==> src/rtl/nano_wait_mem.sv <==
// Word-addressed memory with a ce/we request handshake and independent read/write wait states.
// A one-cycle ready pulse completes each request; err flags addresses beyond DEPTH.
module nano_wait_mem #(
   parameter int unsigned DATA_W = 16,
   parameter int unsigned ADDR_W = 8,
   parameter int unsigned DEPTH  = 256,
   parameter int unsigned RD_LAT = 2,
   parameter int unsigned WR_LAT = 0
) (
   input  logic              ck,
   input  logic              rst,
   input  logic              ce,
   input  logic              we,
   input  logic [ADDR_W-1:0] address,
   input  logic [DATA_W-1:0] dataW,
   output logic [DATA_W-1:0] dataR,
   output logic              ready,
   output logic              busy,
   output logic              err
);

   if (DATA_W < 1 || ADDR_W < 1 || DEPTH < 1 || 64'(DEPTH) > (64'd1 << ADDR_W) ||
       RD_LAT > 15 || WR_LAT > 15) begin : g_param_check
      $error("nano_wait_mem: parameter out of range");
   end

   localparam bit          HAS_ERR = 64'(DEPTH) < (64'd1 << ADDR_W);
   localparam int unsigned IDX_W   = (DEPTH > 1) ? $clog2(DEPTH) : 1;

   typedef enum logic [1:0] {IDLE, WAIT, RESP} state_t;

   state_t              state_q, state_d;
   logic [3:0]          cnt_q, cnt_d;
   logic [ADDR_W-1:0]   addr_q, addr_d;
   logic                we_q, we_d;
   logic [DATA_W-1:0]   wd_q, wd_d;
   logic [DATA_W-1:0]   dataR_q;
   logic                access;
   logic                oor;
   logic [IDX_W-1:0]    idx;
   logic [DATA_W-1:0]   mem [DEPTH];

   if (HAS_ERR) begin : g_err
      localparam logic [ADDR_W-1:0] DEPTH_A = ADDR_W'(DEPTH);
      assign oor = (addr_q >= DEPTH_A);
   end else begin : g_no_err
      assign oor = 1'b0;
   end

   assign idx = IDX_W'(addr_q);

   always_comb begin
      state_d = state_q;
      cnt_d   = cnt_q;
      addr_d  = addr_q;
      we_d    = we_q;
      wd_d    = wd_q;
      access  = 1'b0;
      case (state_q)
         IDLE: begin
            if (ce) begin
               addr_d  = address;
               we_d    = we;
               wd_d    = dataW;
               cnt_d   = we ? 4'(WR_LAT) : 4'(RD_LAT);
               state_d = WAIT;
            end
         end
         WAIT: begin
            if (cnt_q != 4'd0) begin
               cnt_d = cnt_q - 4'd1;
            end else begin
               access  = 1'b1;
               state_d = RESP;
            end
         end
         RESP:    state_d = IDLE;
         default: state_d = IDLE;
      endcase
   end

   always_ff @(posedge ck or negedge rst) begin
      if (!rst) begin
         state_q <= IDLE;
         cnt_q   <= '0;
         addr_q  <= '0;
         we_q    <= 1'b0;
         wd_q    <= '0;
         dataR_q <= '0;
      end else begin
         state_q <= state_d;
         cnt_q   <= cnt_d;
         addr_q  <= addr_d;
         we_q    <= we_d;
         wd_q    <= wd_d;
         if (access && !we_q) begin
            dataR_q <= oor ? '0 : mem[idx];
         end
      end
   end

   // Array is deliberately left out of reset; a write only commits on the access edge.
   always_ff @(posedge ck) begin
      if (access && we_q && !oor) begin
         mem[idx] <= wd_q;
      end
   end

   assign dataR = dataR_q;
   assign ready = (state_q == RESP);
   assign busy  = (state_q != IDLE);
   assign err   = ready && oor;

endmodule

==> config.mk <==
export PLATFORM = sky130hd
export DESIGN_NAME = nano_wait_mem
export DESIGN_NICKNAME = d
export VERILOG_FILES = /design/src/rtl/nano_wait_mem.sv
export SDC_FILE = /design/constraint.sdc
export NUM_CORES = 2
export LEC_CHECK = 0
export ABC_AREA = 1
export CORE_MARGIN = 10
export CORE_UTILIZATION = 35
export DETAILED_ROUTE_END_ITERATION = 8
export HOLD_SLACK_MARGIN = 0.02
export PLACE_DENSITY = 0.6
export SLEW_MARGIN = 20
export SYNTH_ARGS = -nofsm -noshare
export SYNTH_HDL_FRONTEND = slang
export SYNTH_SLANG_ARGS = --single-unit
==> constraint.sdc <==
create_clock -name ck -period 3.7 [get_ports ck]
set_input_delay 0.74 -clock ck [delete_from_list [all_inputs] [get_ports ck]]
set_output_delay 0.74 -clock ck [all_outputs]
set_load 0.01 [all_outputs]
==> impl_metrics.csv <==
group,metric,value,unit
cells_and_area,final_area,0.194,mm^2
clock_network,post_cts_buffers,0,
yosys,avgSynthCellArea,11.2,um^2
yosys,syn_inst,14900,
global_routing,overflow,0,
placed_design,placed_cell_area,0.180,mm^2
placed_design,port_buffers,45,
clock_network,clock_latency,1070,ps
global_routing,top_usage_layer,"met2",
floorplanning,fp-row-count,253,
global_routing,grt_pass1_wl,732000,um
worst_setup_path,rrSetupSlack,40,ps
power_and_ir_drop,peakVddDrop,0.653,mV
sta,setup_viol,0,
min_path,min-delay-start,"dataW[9]",
flow_run,max_cap_violations,0,
clock_network,cts.htree.levels,5,
worst_setup_path,critPathTopFamily,"buffers and inverters",
floorplanning,initial_core_util,0.351,
run_status,outcome,"completed",
drt,routed_wl,505000,um
min_path,holdPathStages,3,
drt,drc,0,
drt,firstDrtPassIters,6,
clock_network,tritoncts.num_buffers,416,
sta,tns,0,ps
clock_network,clk_path_buf_depth,4,
power_and_ir_drop,power,156,mW
floorplanning,io_pins,47,
global_routing,antenna_found_initial,28,
sta,rsz0062_at_grt,"false",
global_routing,met3_usage,0.0345,
floorplanning,die_h,710,um
sta,drv_slew,0,
floorplanning,die_x,710,um
yosys,yosys.area_share.simple,0.218,
clock_network,clock-sinks,4143,
cells_and_area,drive_gt1_frac,0.0936,
worst_setup_path,reg2reg_depth,6,
yosys,synth_compound_area_frac,0.0144,
yosys,muxShareOfSynthArea,0,
placed_design,gp_congestion,0.902,
yosys,ys_types,27,
worst_setup_path,end_kind,"flip-flop",
yosys,synthArstFlopShare,0.0113,
floorplanning,die-area,0.505,mm^2
yosys,yosysTopAreaCell,"edfxtp_1",
yosys,ys_top_cells_by_count,"nand2_1 (8,044), edfxtp_1 (4,096), nor2_1 (888), buf_2 (452), nand3_1 (252)",
cells_and_area,syn_to_final_growth,16.0,%
sta,period_minus_slack,3660,ps
clock_network,clk_pin_slew_worst_paths,60,ps
worst_setup_path,crit_path_top_delay_cell,"dfrtp_1",
worst_setup_path,path_buf_inv,3,
worst_setup_path,path_common_cell,"buf_4",
sta,fin_skew,97.9,ps
sta,fmaxAchievable,0.273,GHz
global_routing,track_usage,0.194,
drt,ant_nets,0,
worst_setup_path,critPathRequiredTime,4400,ps
min_path,hp-class,"primary input to flip-flop",
worst_setup_path,path_class,"flip-flop to flip-flop",
yosys,synth_ff_type,"edfxtp_1",
yosys,synth_top_area_frac,0.737,
yosys,synth_edf_count,4096,
floorplanning,core-area,0.475,mm^2
clock_network,cts_root_buffer,"clkbuf_16",
global_routing,grt_max_degree,121,
worst_setup_path,cp_max_fo,11,
power_and_ir_drop,p_leak,73.7,nW
sta,hold_viol,0,
yosys,synth_adder_area_share,0.000150,
yosys,syn-num-nets,14900,
power_and_ir_drop,power.density,803,mW/mm^2
worst_setup_path,crit_arrival,4360,ps
min_path,worstHoldEndpoint,"wd_q[9]$_DFFE_PN0P_",
sta,tightest_slew,1130,ps
cells_and_area,n_fill_cell,44400,
worst_setup_path,worstPathCellList,"nand2_2, inv_1, nand2_1, buf_4, nor2_1, buf_4",
worst_setup_path,crit_path_start_kind,"flip-flop",
yosys,synth_top_family_by_area,"simple AND/OR/NAND/NOR gates",
yosys,synth_seq_cells,4143,
yosys,netlist_area,0.167,mm^2
global_routing,use_met1,0.268,
sta,fin_crit_sh,0.988,
cells_and_area,regArea,0.124,mm^2
worst_setup_path,slowest_delay,740,ps
cells_and_area,num-nets-final,15400,
yosys,yosys-top-cells-area,"edfxtp_1 (74%), nand2_1 (18%), nor2_1 (2.0%)",
global_routing,grt_pass1_vias,105000,
drt,drtIter0Drc,13200,
worst_setup_path,r2r_end,"mem[155][0]$_DFFE_PP_",
yosys,synth-seq-area-share,0.744,
drt,vias,111000,
worst_setup_path,rr_startpoint,"addr_q[4]$_DFFE_PN0P_",
global_routing,use_met2,0.309,
sta,max_slew_margin,0.247,
placed_design,dpl.hpwl,306000,um
clock_network,cts_tree,"done",
drt,via_per_inst,5.04,
yosys,yosys.cell_count.top_type,"nand2_1",
yosys,ys_warn_count,0,
cells_and_area,multi_input_area,0.0389,mm^2
yosys,synthXorXnorAreaFrac,0,
drt,routedWlPerCell,22.9,um
final cells by class:
class / instances / share of cell area
Tap cell: 6247 / 0.0404
Sequential cell: 4143 / 0.642
Timing Repair Buffer: 877 / 0.0471
Antenna cell: 8 / 0.000103
Inverter: 52 / 0.00125
Multi-Input combinational cell: 9914 / 0.201
Clock inverter: 254 / 0.0123
Clock buffer: 511 / 0.0562
state kept, by name (all words and copies together) (netlist names):
signal	count
addr_q	8
cnt_q	4
dataR	16
wd_q	16
we_q	1
mem	4096
state_q	2
where the power goes:
part / switching, mW / internal, mW
combinational: 39.8 / 13.7
clock: 18.2 / 23.3
sequential: 2.21 / 58.3
layout by cell type (no fill, tap or decap), types with 18 or more instances in the layout:
master,Yosys,final
clkinv_2,0,82
o21ai_0,156,156
nand2_2,0,18
nand2_1,8044,8026
clkdlybuf4s50_1,0,44
dfrtp_4,0,18
dfrtp_1,47,29
a21oi_1,212,212
nand3_1,252,252
nor2_1,888,881
bufinv_16,0,34
clkbuf_1,217,89
nand4_1,230,230
buf_4,25,637
clkbuf_16,0,421
buf_12,0,194
inv_1,45,42
o21ai_1,89,89
edfxtp_1,4096,4096
clkinv_1,4,108
worst reg2reg max path: cells and delay by family (launching register included):
kind	cells	cell delay [ps]
simple gates	3	1220
flops	1	740
buf+inv	3	1390
stage by stage:
step / utilization / hold WS [ps] / std cells / setup WS (ps)
after CTS: 0.408 / 243 / 22000 / 58.1
after detailed placement: 0.380 / 538 / 21200 / 91.2
after floorplan: - / 444 / 14900 / 934
after global placement: 0.380 / 536 / 21200 / 182
final: 0.408 / 279 / 22000 / 43.6
after global routing: 0.408 / 250 / 22000 / 30.7
routing by layer:
layer  vias up  share of wire
met2      4765           0.46
met1     54500           0.41
met3       845          0.090
met4        14          0.035
met5         -        0.00018
li1      50800              -
logic make-up (layout without fill, tap and decap cells):
| family | count (synthesis) | count (layout) |
|---|---|---|
| buffers and inverters | 815 | 1694 |
| flip-flops | 4143 | 4143 |
| other | 1 | 9 |
| AO/OA/AOI/OAI | 472 | 472 |
| adder cells (fa/ha/maj) | 2 | 2 |
| AND/OR/NAND/NOR | 9439 | 9439 |
how the worst max path moves through the flow:
stage	start	end	slack, ps	cells after the start
floorplan	addr_q[0]$_DFFE_PN0P_	mem[100][0]$_DFFE_PP_	930	8
global placement	addr_q[4]$_DFFE_PN0P_	mem[155][11]$_DFFE_PP_	180	6
detailed placement	addr_q[0]$_DFFE_PN0P_	dataR[7]$_DFFE_PN0P_	90	17
CTS	addr_q[0]$_DFFE_PN0P_	dataR[7]$_DFFE_PN0P_	60	17
global route	addr_q[0]$_DFFE_PN0P_	dataR[9]$_DFFE_PN0P_	30	17
finish	addr_q[4]$_DFFE_PN0P_	mem[155][0]$_DFFE_PP_	40	6
what timing repair did:
item                                    4_1_cts  5_1_grt
endpoints found under the hold margin        34        0
resized for setup                             0        1
hold buffers                                  1        0
endpoints found under the setup margin        0        1
(Power assumes the default switching activity.)
